$ cat config.mk
export PLATFORM = sky130hd
export DESIGN_NAME = dmem_port_arbiter
export DESIGN_NICKNAME = d
export VERILOG_FILES = /design/src/rtl/dmem_port_arbiter.sv
export SDC_FILE = /design/constraint.sdc
export NUM_CORES = 1
export LEC_CHECK = 0
export ABC_AREA = 1
export BUFFER_PORTS_ARGS = -buffer_cell sky130_fd_sc_hd__buf_2
export CAP_MARGIN = 20
export CORE_AREA = 2 2 175 177
export CTS_BUF_LIST = sky130_fd_sc_hd__clkbuf_16
export CTS_CLUSTER_SIZE = 28
export DETAILED_ROUTE_END_ITERATION = 6
export DIE_AREA = 0 0 177 179
export PLACE_DENSITY = 0.45
export SLEW_MARGIN = 30
export SYNTH_ARGS = -nofsm -noshare
export SYNTH_HDL_FRONTEND = slang
export SYNTH_SLANG_ARGS = --single-unit
$ cat constraint.sdc
create_clock -name clk -period 3.31 [get_ports clk]
set_input_delay 0.1655 -clock clk [delete_from_list [all_inputs] [get_ports clk]]
set_output_delay 0.1655 -clock clk [all_outputs]
set_load 0.05 [all_outputs]
$ cat src/rtl/dmem_port_arbiter.sv
// Two-requester arbiter sharing the data memory's load and store channels.
// Each channel: round-robin with grant hold, and an owner FIFO that steers in-order responses.

module dmem_arb_chan #(
    parameter int PW        = 36,
    parameter int MAX_OUTST = 2
) (
    input  logic                 clk,
    input  logic                 rst,
    input  logic [1:0]           req_valid_i,
    input  logic [1:0][PW-1:0]   req_payload_i,
    output logic [1:0]           req_ready_o,
    output logic                 m_valid_o,
    input  logic                 m_ready_i,
    output logic [PW-1:0]        m_payload_o,
    input  logic                 m_resp_valid_i,
    output logic                 m_resp_ready_o,
    output logic [1:0]           resp_valid_o,
    input  logic [1:0]           resp_ready_i
);
    localparam int AW = (MAX_OUTST > 1) ? $clog2(MAX_OUTST) : 1;
    localparam int CW = $clog2(MAX_OUTST + 1);

    logic          last_q, last_d;
    logic          hold_q, hold_d;
    logic          hold_id_q, hold_id_d;
    logic [AW-1:0] wr_ptr_q, wr_ptr_d;
    logic [AW-1:0] rd_ptr_q, rd_ptr_d;
    logic [CW-1:0] count_q, count_d;
    logic          owner_q [MAX_OUTST];

    logic win, full, empty, head, push, pop;

    function automatic logic [AW-1:0] ptr_inc(input logic [AW-1:0] p);
        return (p == AW'(MAX_OUTST - 1)) ? '0 : p + AW'(1);
    endfunction

    // With no hold, contention goes to the requester after the last winner;
    // otherwise the sole valid requester (index 0 when idle).
    always_comb begin
        win = 1'b0;
        if (hold_q)
            win = hold_id_q;
        else if (&req_valid_i)
            win = ~last_q;
        else
            win = req_valid_i[1];
    end

    assign full  = (count_q == CW'(MAX_OUTST));
    assign empty = (count_q == '0);
    assign head  = owner_q[rd_ptr_q];

    assign m_valid_o      = !rst && (|req_valid_i) && !full;
    assign m_payload_o    = m_valid_o ? req_payload_i[win] : '0;
    assign push           = m_valid_o && m_ready_i;
    assign pop            = !rst && m_resp_valid_i && !empty && resp_ready_i[head];
    // Responses with no recorded owner are drained and dropped.
    assign m_resp_ready_o = rst || empty || resp_ready_i[head];

    for (genvar gi = 0; gi < 2; gi++) begin : g_req
        assign req_ready_o[gi]  = !rst && !full && m_ready_i && (win == 1'(gi));
        assign resp_valid_o[gi] = !rst && m_resp_valid_i && !empty && (head == 1'(gi));
    end

    always_comb begin
        last_d    = last_q;
        hold_d    = hold_q;
        hold_id_d = hold_id_q;
        wr_ptr_d  = wr_ptr_q;
        rd_ptr_d  = rd_ptr_q;
        count_d   = count_q + CW'(push) - CW'(pop);
        if (push) begin
            last_d   = win;
            hold_d   = 1'b0;
            wr_ptr_d = ptr_inc(wr_ptr_q);
        end else if (m_valid_o && !m_ready_i) begin
            hold_d    = 1'b1;
            hold_id_d = win;
        end
        if (pop)
            rd_ptr_d = ptr_inc(rd_ptr_q);
    end

    always_ff @(posedge clk) begin
        if (rst) begin
            last_q    <= 1'b1;
            hold_q    <= 1'b0;
            hold_id_q <= 1'b0;
            wr_ptr_q  <= '0;
            rd_ptr_q  <= '0;
            count_q   <= '0;
        end else begin
            last_q    <= last_d;
            hold_q    <= hold_d;
            hold_id_q <= hold_id_d;
            wr_ptr_q  <= wr_ptr_d;
            rd_ptr_q  <= rd_ptr_d;
            count_q   <= count_d;
        end
    end

    always_ff @(posedge clk) begin
        if (push)
            owner_q[wr_ptr_q] <= win;
    end
endmodule

module dmem_port_arbiter #(
    parameter int LDTAG_W   = 4,
    parameter int MAX_OUTST = 2
) (
    input  logic                    clk,
    input  logic                    rst,
    input  logic [1:0]              r_ld_valid,
    output logic [1:0]              r_ld_ready,
    input  logic [1:0][31:0]        r_ld_addr,
    input  logic [1:0][LDTAG_W-1:0] r_ld_tag,
    output logic [1:0]              r_ld_resp_valid,
    input  logic [1:0]              r_ld_resp_ready,
    input  logic [1:0]              r_st_valid,
    output logic [1:0]              r_st_ready,
    input  logic [1:0][31:0]        r_st_addr,
    input  logic [1:0][63:0]        r_st_wdata,
    input  logic [1:0][7:0]         r_st_wstrb,
    output logic [1:0]              r_st_resp_valid,
    input  logic [1:0]              r_st_resp_ready,
    output logic                    m_ld_valid,
    input  logic                    m_ld_ready,
    output logic [31:0]             m_ld_addr,
    output logic [LDTAG_W-1:0]      m_ld_tag,
    input  logic                    m_ld_resp_valid,
    output logic                    m_ld_resp_ready,
    output logic                    m_st_valid,
    input  logic                    m_st_ready,
    output logic [31:0]             m_st_addr,
    output logic [63:0]             m_st_wdata,
    output logic [7:0]              m_st_wstrb,
    input  logic                    m_st_resp_valid,
    output logic                    m_st_resp_ready
);
    localparam int LD_PW = 32 + LDTAG_W;
    localparam int ST_PW = 32 + 64 + 8;

    logic [1:0][LD_PW-1:0] ld_payload;
    logic [1:0][ST_PW-1:0] st_payload;

    for (genvar gi = 0; gi < 2; gi++) begin : g_pack
        assign ld_payload[gi] = {r_ld_addr[gi], r_ld_tag[gi]};
        assign st_payload[gi] = {r_st_addr[gi], r_st_wdata[gi], r_st_wstrb[gi]};
    end

    dmem_arb_chan #(.PW(LD_PW), .MAX_OUTST(MAX_OUTST)) u_ld (
        .clk            (clk),
        .rst            (rst),
        .req_valid_i    (r_ld_valid),
        .req_payload_i  (ld_payload),
        .req_ready_o    (r_ld_ready),
        .m_valid_o      (m_ld_valid),
        .m_ready_i      (m_ld_ready),
        .m_payload_o    ({m_ld_addr, m_ld_tag}),
        .m_resp_valid_i (m_ld_resp_valid),
        .m_resp_ready_o (m_ld_resp_ready),
        .resp_valid_o   (r_ld_resp_valid),
        .resp_ready_i   (r_ld_resp_ready)
    );

    dmem_arb_chan #(.PW(ST_PW), .MAX_OUTST(MAX_OUTST)) u_st (
        .clk            (clk),
        .rst            (rst),
        .req_valid_i    (r_st_valid),
        .req_payload_i  (st_payload),
        .req_ready_o    (r_st_ready),
        .m_valid_o      (m_st_valid),
        .m_ready_i      (m_st_ready),
        .m_payload_o    ({m_st_addr, m_st_wdata, m_st_wstrb}),
        .m_resp_valid_i (m_st_resp_valid),
        .m_resp_ready_o (m_st_resp_ready),
        .resp_valid_o   (r_st_resp_valid),
        .resp_ready_i   (r_st_resp_ready)
    );
endmodule

== After elaboration in Yosys (flattened, before gate mapping) ==
Memories as Yosys holds them, arrays and structs flattened. A register that Yosys moved wholly into a read port is not among the register bits.
Index checks and enable logic that the tools add are counted.

* Bits in registers: 14
* Bits in writable memories: 4
* Bits of input ports: 294
* Output and inout port bits: 152
* Word-level logic and storage cells: 109
* Memories: 2

* Add/sub/neg operators: 8
* Order comparisons: 4
* Equality and inequality tests: 2
* Mux-type cells: 26
* Bitwise logic cells: 8
* Reduce and logical (&&, ||, !) cells: 47

{| class="wikitable"
|+ Memories
! name !! depth !! bits a word !! rd ports !! clocked after memory_dff !! wr ports !! line !! text
|-
| u_ld.owner_q || 2 || 1 || 1 || 1 || 1 || 30 || <nowiki>logic owner_q [MAX_OUTST];</nowiki>
|-
| u_st.owner_q || 2 || 1 || 1 || 1 || 1 || 30 ||
|}

{| class="wikitable"
|+ Operators with widths
! operator !! number
|-
| 104-bit 2-to-1 mux || 3
|-
| 36-bit 2-to-1 mux || 3
|-
| 1-bit logical AND || 26
|-
| 1-bit 2-to-1 mux || 20
|-
| 1-bit by 2-bit < comparator with 1-bit output (second input constant) || 4
|-
| 1-bit inverter || 8
|-
| 2-bit AND reduction || 4
|-
| 2-bit OR reduction || 4
|-
| 1-bit zero test || 7
|-
| 1-bit adder (second input constant) || 4
|-
| 2-bit by 1-bit adder with 2-bit output || 2
|-
| 2-bit == test (second input constant) || 2
|-
| 2-bit zero test || 2
|-
| 1-bit logical OR || 4
|-
| 2-bit by 1-bit subtractor with 2-bit output || 2
|}

== Logic depth before layout (Yosys ltp) ==
* Depth in word-level cells: 6
* Gate-level depth with buffers: 12
* Gate-level depth less buffers: 12

== By module ==
Synthesis repeated with hierarchy kept, for this count alone.

* Cells, all modules: 608
* Area total of the unflattened synthesis: 3,333.2 um^2

{| class="wikitable"
|+ Modules (own cells, without submodules)
! module !! instances !! cells an instance !! area an instance (um^2) !! sequential area each (um^2)
|-
| dmem_arb_chan (u_st) || 1 || 417 || 2,031.9 || 220.2
|-
| dmem_arb_chan (u_ld) || 1 || 191 || 1,301.2 || 220.2
|}

== Worst setup path before layout ==
Ideal clock, no wire load.

* Kind: flip-flop to output port
* Start: register u_st.hold_q
* End: output m_st_wdata[36]
* Data arrival time: 1.582 ns
* Data required time: 3.144 ns
* Setup slack: 1.563 ns
* Stages on the path, launching flop included: 8
* Path buffers: 1
* Cell sequence: dfxtp_1 > inv_2 > nand3_2 > nand2_4 > inv_4 > clkbuf_1 > nor2_1 > nor2_1

* Word-level cells in the longest chain between the ends: 4

{| class="wikitable"
|+ Ends and longest elaborated chain
! item !! line !! text
|-
| from (decl) || 25 || <nowiki>logic hold_q, hold_d;</nowiki>
|-
| from (signal assigned) || 95 || <nowiki>hold_q <= hold_d;</nowiki>
|-
| 1-bit 2-to-1 mux || 42 || <nowiki>if (hold_q)</nowiki>
|-
| 104-bit 2-to-1 mux (not written as such) (2 in series) || 55 || <nowiki>assign m_payload_o = m_valid_o ? req_payload_i[win] : '0;</nowiki>
|-
| 104-bit 2-to-1 mux || 55 ||
|-
| to (decl) || 137 || <nowiki>output logic [63:0] m_st_wdata,</nowiki>
|}

No other way between the ends. The select of a mux whose other input is x is not followed.

== Final worst setup path ==
* Start: register u_st.count_q[0]
* End: output m_st_wstrb[7]

* Word-level cells in the longest chain between the ends: 4

{| class="wikitable"
|+ Ends and longest elaborated chain
! item !! line !! text
|-
| from (decl) || 29 || <nowiki>logic [CW-1:0] count_q, count_d;</nowiki>
|-
| from (signal assigned) || 99 || <nowiki>count_q <= count_d;</nowiki>
|-
| 2-bit == test || 50 || <nowiki>assign full = (count_q == CW'(MAX_OUTST));</nowiki>
|-
| 1-bit zero test || 54 || <nowiki>assign m_valid_o = !rst && (|req_valid_i) && !full;</nowiki>
|-
| 1-bit logical AND || 54 ||
|-
| 104-bit 2-to-1 mux || 55 ||
|-
| to (decl) || 138 || <nowiki>output logic [7:0] m_st_wstrb,</nowiki>
|}

No other way between the ends.

==> results.md <==
* Status: completed
* Pwr dens at 305 mW/mm^2
* Fin. max-slew vios at 0
* Share of cells above drive strength 1 at 52.8%
* Synth warnings at 0
* Ant diodes at 0
* Post-Syn Nets at 918
* Critical path data arrival time at 2.31 ns
* Routed WL per cell at 12.7 um
* CTS Buf Count at 3
* Port Buf Inserts at 445
* Post-CTS Repair Setup Buffers at 0
* Final hold violations at 0
* Largest stage delay, worst path at 0.41 ns
* Startpoint Class: flip-flop
* Core ar. at 0.0300 mm^2
* Global-route wire length before repair at 24300 um
* Vias per cell at 3.78
* Design area at 0.00596 mm^2
* Top Layer Used: met5
* Number of global-route vias before repair at 4566
* Die height at 179 um
* Final setup TNS at 0 ns
* Residual DRC at 0
* DRT antenna net count at 0
* Crit-path cells: inv_1 -> nand2_1 -> nand2_4 -> nor2_8 -> buf_12 -> o21ai_0 -> nor2_1 -> buf_2
* Max Fclk at 404 MHz
* Synth cell types at 26
* Iteration-0 DRC Markers at 180
* Sequential cell area at 440 um^2
* Initial Utilization at 11.2%
* I/O pins at 446
* Initial antenna violation count at 3
* RD Place Congestion at 0.748
* Reg2reg setup slack at 1.54 ns
* Clock Sinks at 20
* Metal3 WL at 1730 um
* Final-layout fill cell count at 3502
* Final wirelength at 18100 um
* Worst path required time at 3.14 ns
* Fin Hold WS at 0.219 ns
* Wire length on met1 at 7380 um
* Register area share after synthesis at 13.1%
* Worst-path clk slew at 0.05 ns
* Final net count at 1332
* Leak at 3.40 nW
* RSZ-0062 raised after global routing: no
* Synth-to-layout area growth at 77.5%
* Final Cycle Share at 74.7%
* CTS tree: done
* Worst setup path class: reg2out
* Area of the multi-input gates at 0.00250 mm^2
* Tmin final at 2.47 ns
* Worst slew pin tran at 0.611 ns
* Most frequent cells in the layout: buf_2 (445), nor2_1 (271), o21ai_0 (104)
* Die area at 0.0317 mm^2
* Maximum fanout along the worst path at 42
* Hold Path Class: in2reg
* Worst Path Buf+Inv at 3
* DIE WIDTH at 177 um
* Final worst clock skew at 0.00161 ns
* Final core utilization at 19.9%
* Post-CTS Hold Buffers at 0
* Total grt overflow at 0
* Largest net degree at the start of global routing at 110
* Synthesized area per cell at 5.40 um^2
* Max-cap viol count at 0
* Post-synthesis cell area at 0.00336 mm^2
* #FFs+latches synth at 20
* Setup Viol. Count Final at 0
* Crit-path leading delay family: simple AND/OR/NAND/NOR gates
* Detailed-placement wirelength estimate at 15300 um
* Row cnt at 64
* Vias at 5404
* Global-route usage over all layers at 9.58%
* Met2 WL at 8940 um
* Critical path endpoint category: primary output
* Worst-Skew Late Latency at 0.25 ns
* Worst IR Drop VDD at 0.155 mV
* Relative slew margins at 59.2%
* Placed cell area at 0.00589 mm^2
* Commonest non-fill, non-tap cell in the layout: buf_2
* Initial DRT Pass Iterations at 4
* Worst path slowest cell: nor2_8
* CTS Buffer Depth at 2
* CTS resizes at 0
* CTS H-tree depth at 1
* Clk root buf: clkbuf_16
* Cells after Synth at 622
-- worst reg2reg max path: stages (launching register included) --
cell	delay, ns
dfxtp_1	0.34
inv_1	0.07
nand2_1	0.15
nand2_4	0.09
nor2_8	0.41
buf_4	0.32
nand3_1	0.13
a21oi_1	0.20
-- final cells by class --
cell class              instances  area share [%]
multi-input cells             528            42.0
inverters                      29            1.91
flip-flops and latches         20            7.39
clock buffers                   3            1.26
repair buffers                454            39.1
well taps                     396            8.31
-- where the power goes --
part | switching (mW) | internal [mW] | leakage (nW)
sequential | 0.00772 | 0.263 | 0.168
combinational | 0.954 | 0.352 | 3.19
clock | 0.0816 | 0.159 | 0.0370
total | 1.04 | 0.774 | 3.40
-- flip-flops by register name (all words and copies together) (netlist names), named ones only --
signal and flops:
u_ld.count_q 2, u_ld.owner_q 2, u_st.count_q 2, u_st.owner_q 2, u_ld.hold_id_q 1, u_ld.hold_q 1, u_ld.last_q 1, u_ld.rd_ptr_q 1
u_ld.wr_ptr_q 1, u_st.hold_id_q 1, u_st.hold_q 1, u_st.last_q 1, u_st.rd_ptr_q 1, u_st.wr_ptr_q 1
-- per-layer routing --
metal	up-vias	track usage, %
met5	-	0
met4	6	0.310
met3	10	1.84
met2	288	17.4
met1	2301	12.3
li1	2799	-
-- metrics by stage --
| stage | instances | setup WS, ns | power (mW) |
|---|---|---|---|
| CTS | 1430 | 0.875 | 1.83 |
| detailed placement | 1427 | 1.14 | 1.59 |
| finish | 1430 | 0.836 | 1.82 |
| global route | 1430 | 0.701 | 1.94 |
| global placement | 1427 | 1.16 | 1.59 |
| floorplan | 622 | 1.56 | 1.20 |
-- synth_stat cells --
library cell  count  area [um^2]
inv_2             4         15.0
nor2_2           40          250
inv_4             2         12.5
buf_12            4         80.1
nor2_8            1         20.0
inv_1            23         86.3
a21oi_1           8         40.0
dfxtp_1          16          320
buf_8             1         15.0
buf_6             2         22.5
ha_1              2         25.0
nand2_4           2         22.5
o21ai_0         104          521
edfxtp_1          4          120
buf_2            23          115
buf_4             3         22.5
nand2_1          43          161
nand2_2           1         6.26
nor2_1          271         1020
xnor2_1           2         17.5
nand3_2           1         10.0
clkbuf_1          5         18.8
o21ai_2          38          333
buf_1             7         26.3
nand4_1           4         25.0
nand3_1          11         55.1
-- logic make-up after synthesis --
family                   synth area share, %
AND/OR/NAND/NOR                         46.7
XOR/XNOR                               0.522
adder cells (fa/ha/maj)                0.745
flip-flops                              13.1
AO/OA/AOI/OAI                           26.6
buffers and inverters                   12.3
-- path summary, 6_finish.rpt --
path                                                  from                     endpoint  depth (start not counted)
worst max-delay path            u_st.count_q[0]$_SDFF_PP0_                m_st_wstrb[7]                          8
worst min-delay path                                   rst  u_ld.hold_id_q$_SDFFE_PP0P_                          2
worst max register to register  u_st.count_q[0]$_SDFF_PP0_  u_st.hold_id_q$_SDFFE_PP0P_                          7
worst min register to register    u_st.last_q$_SDFFE_PP1P_     u_st.last_q$_SDFFE_PP1P_                          2
Note: power is estimated with default switching activity, not from simulation.
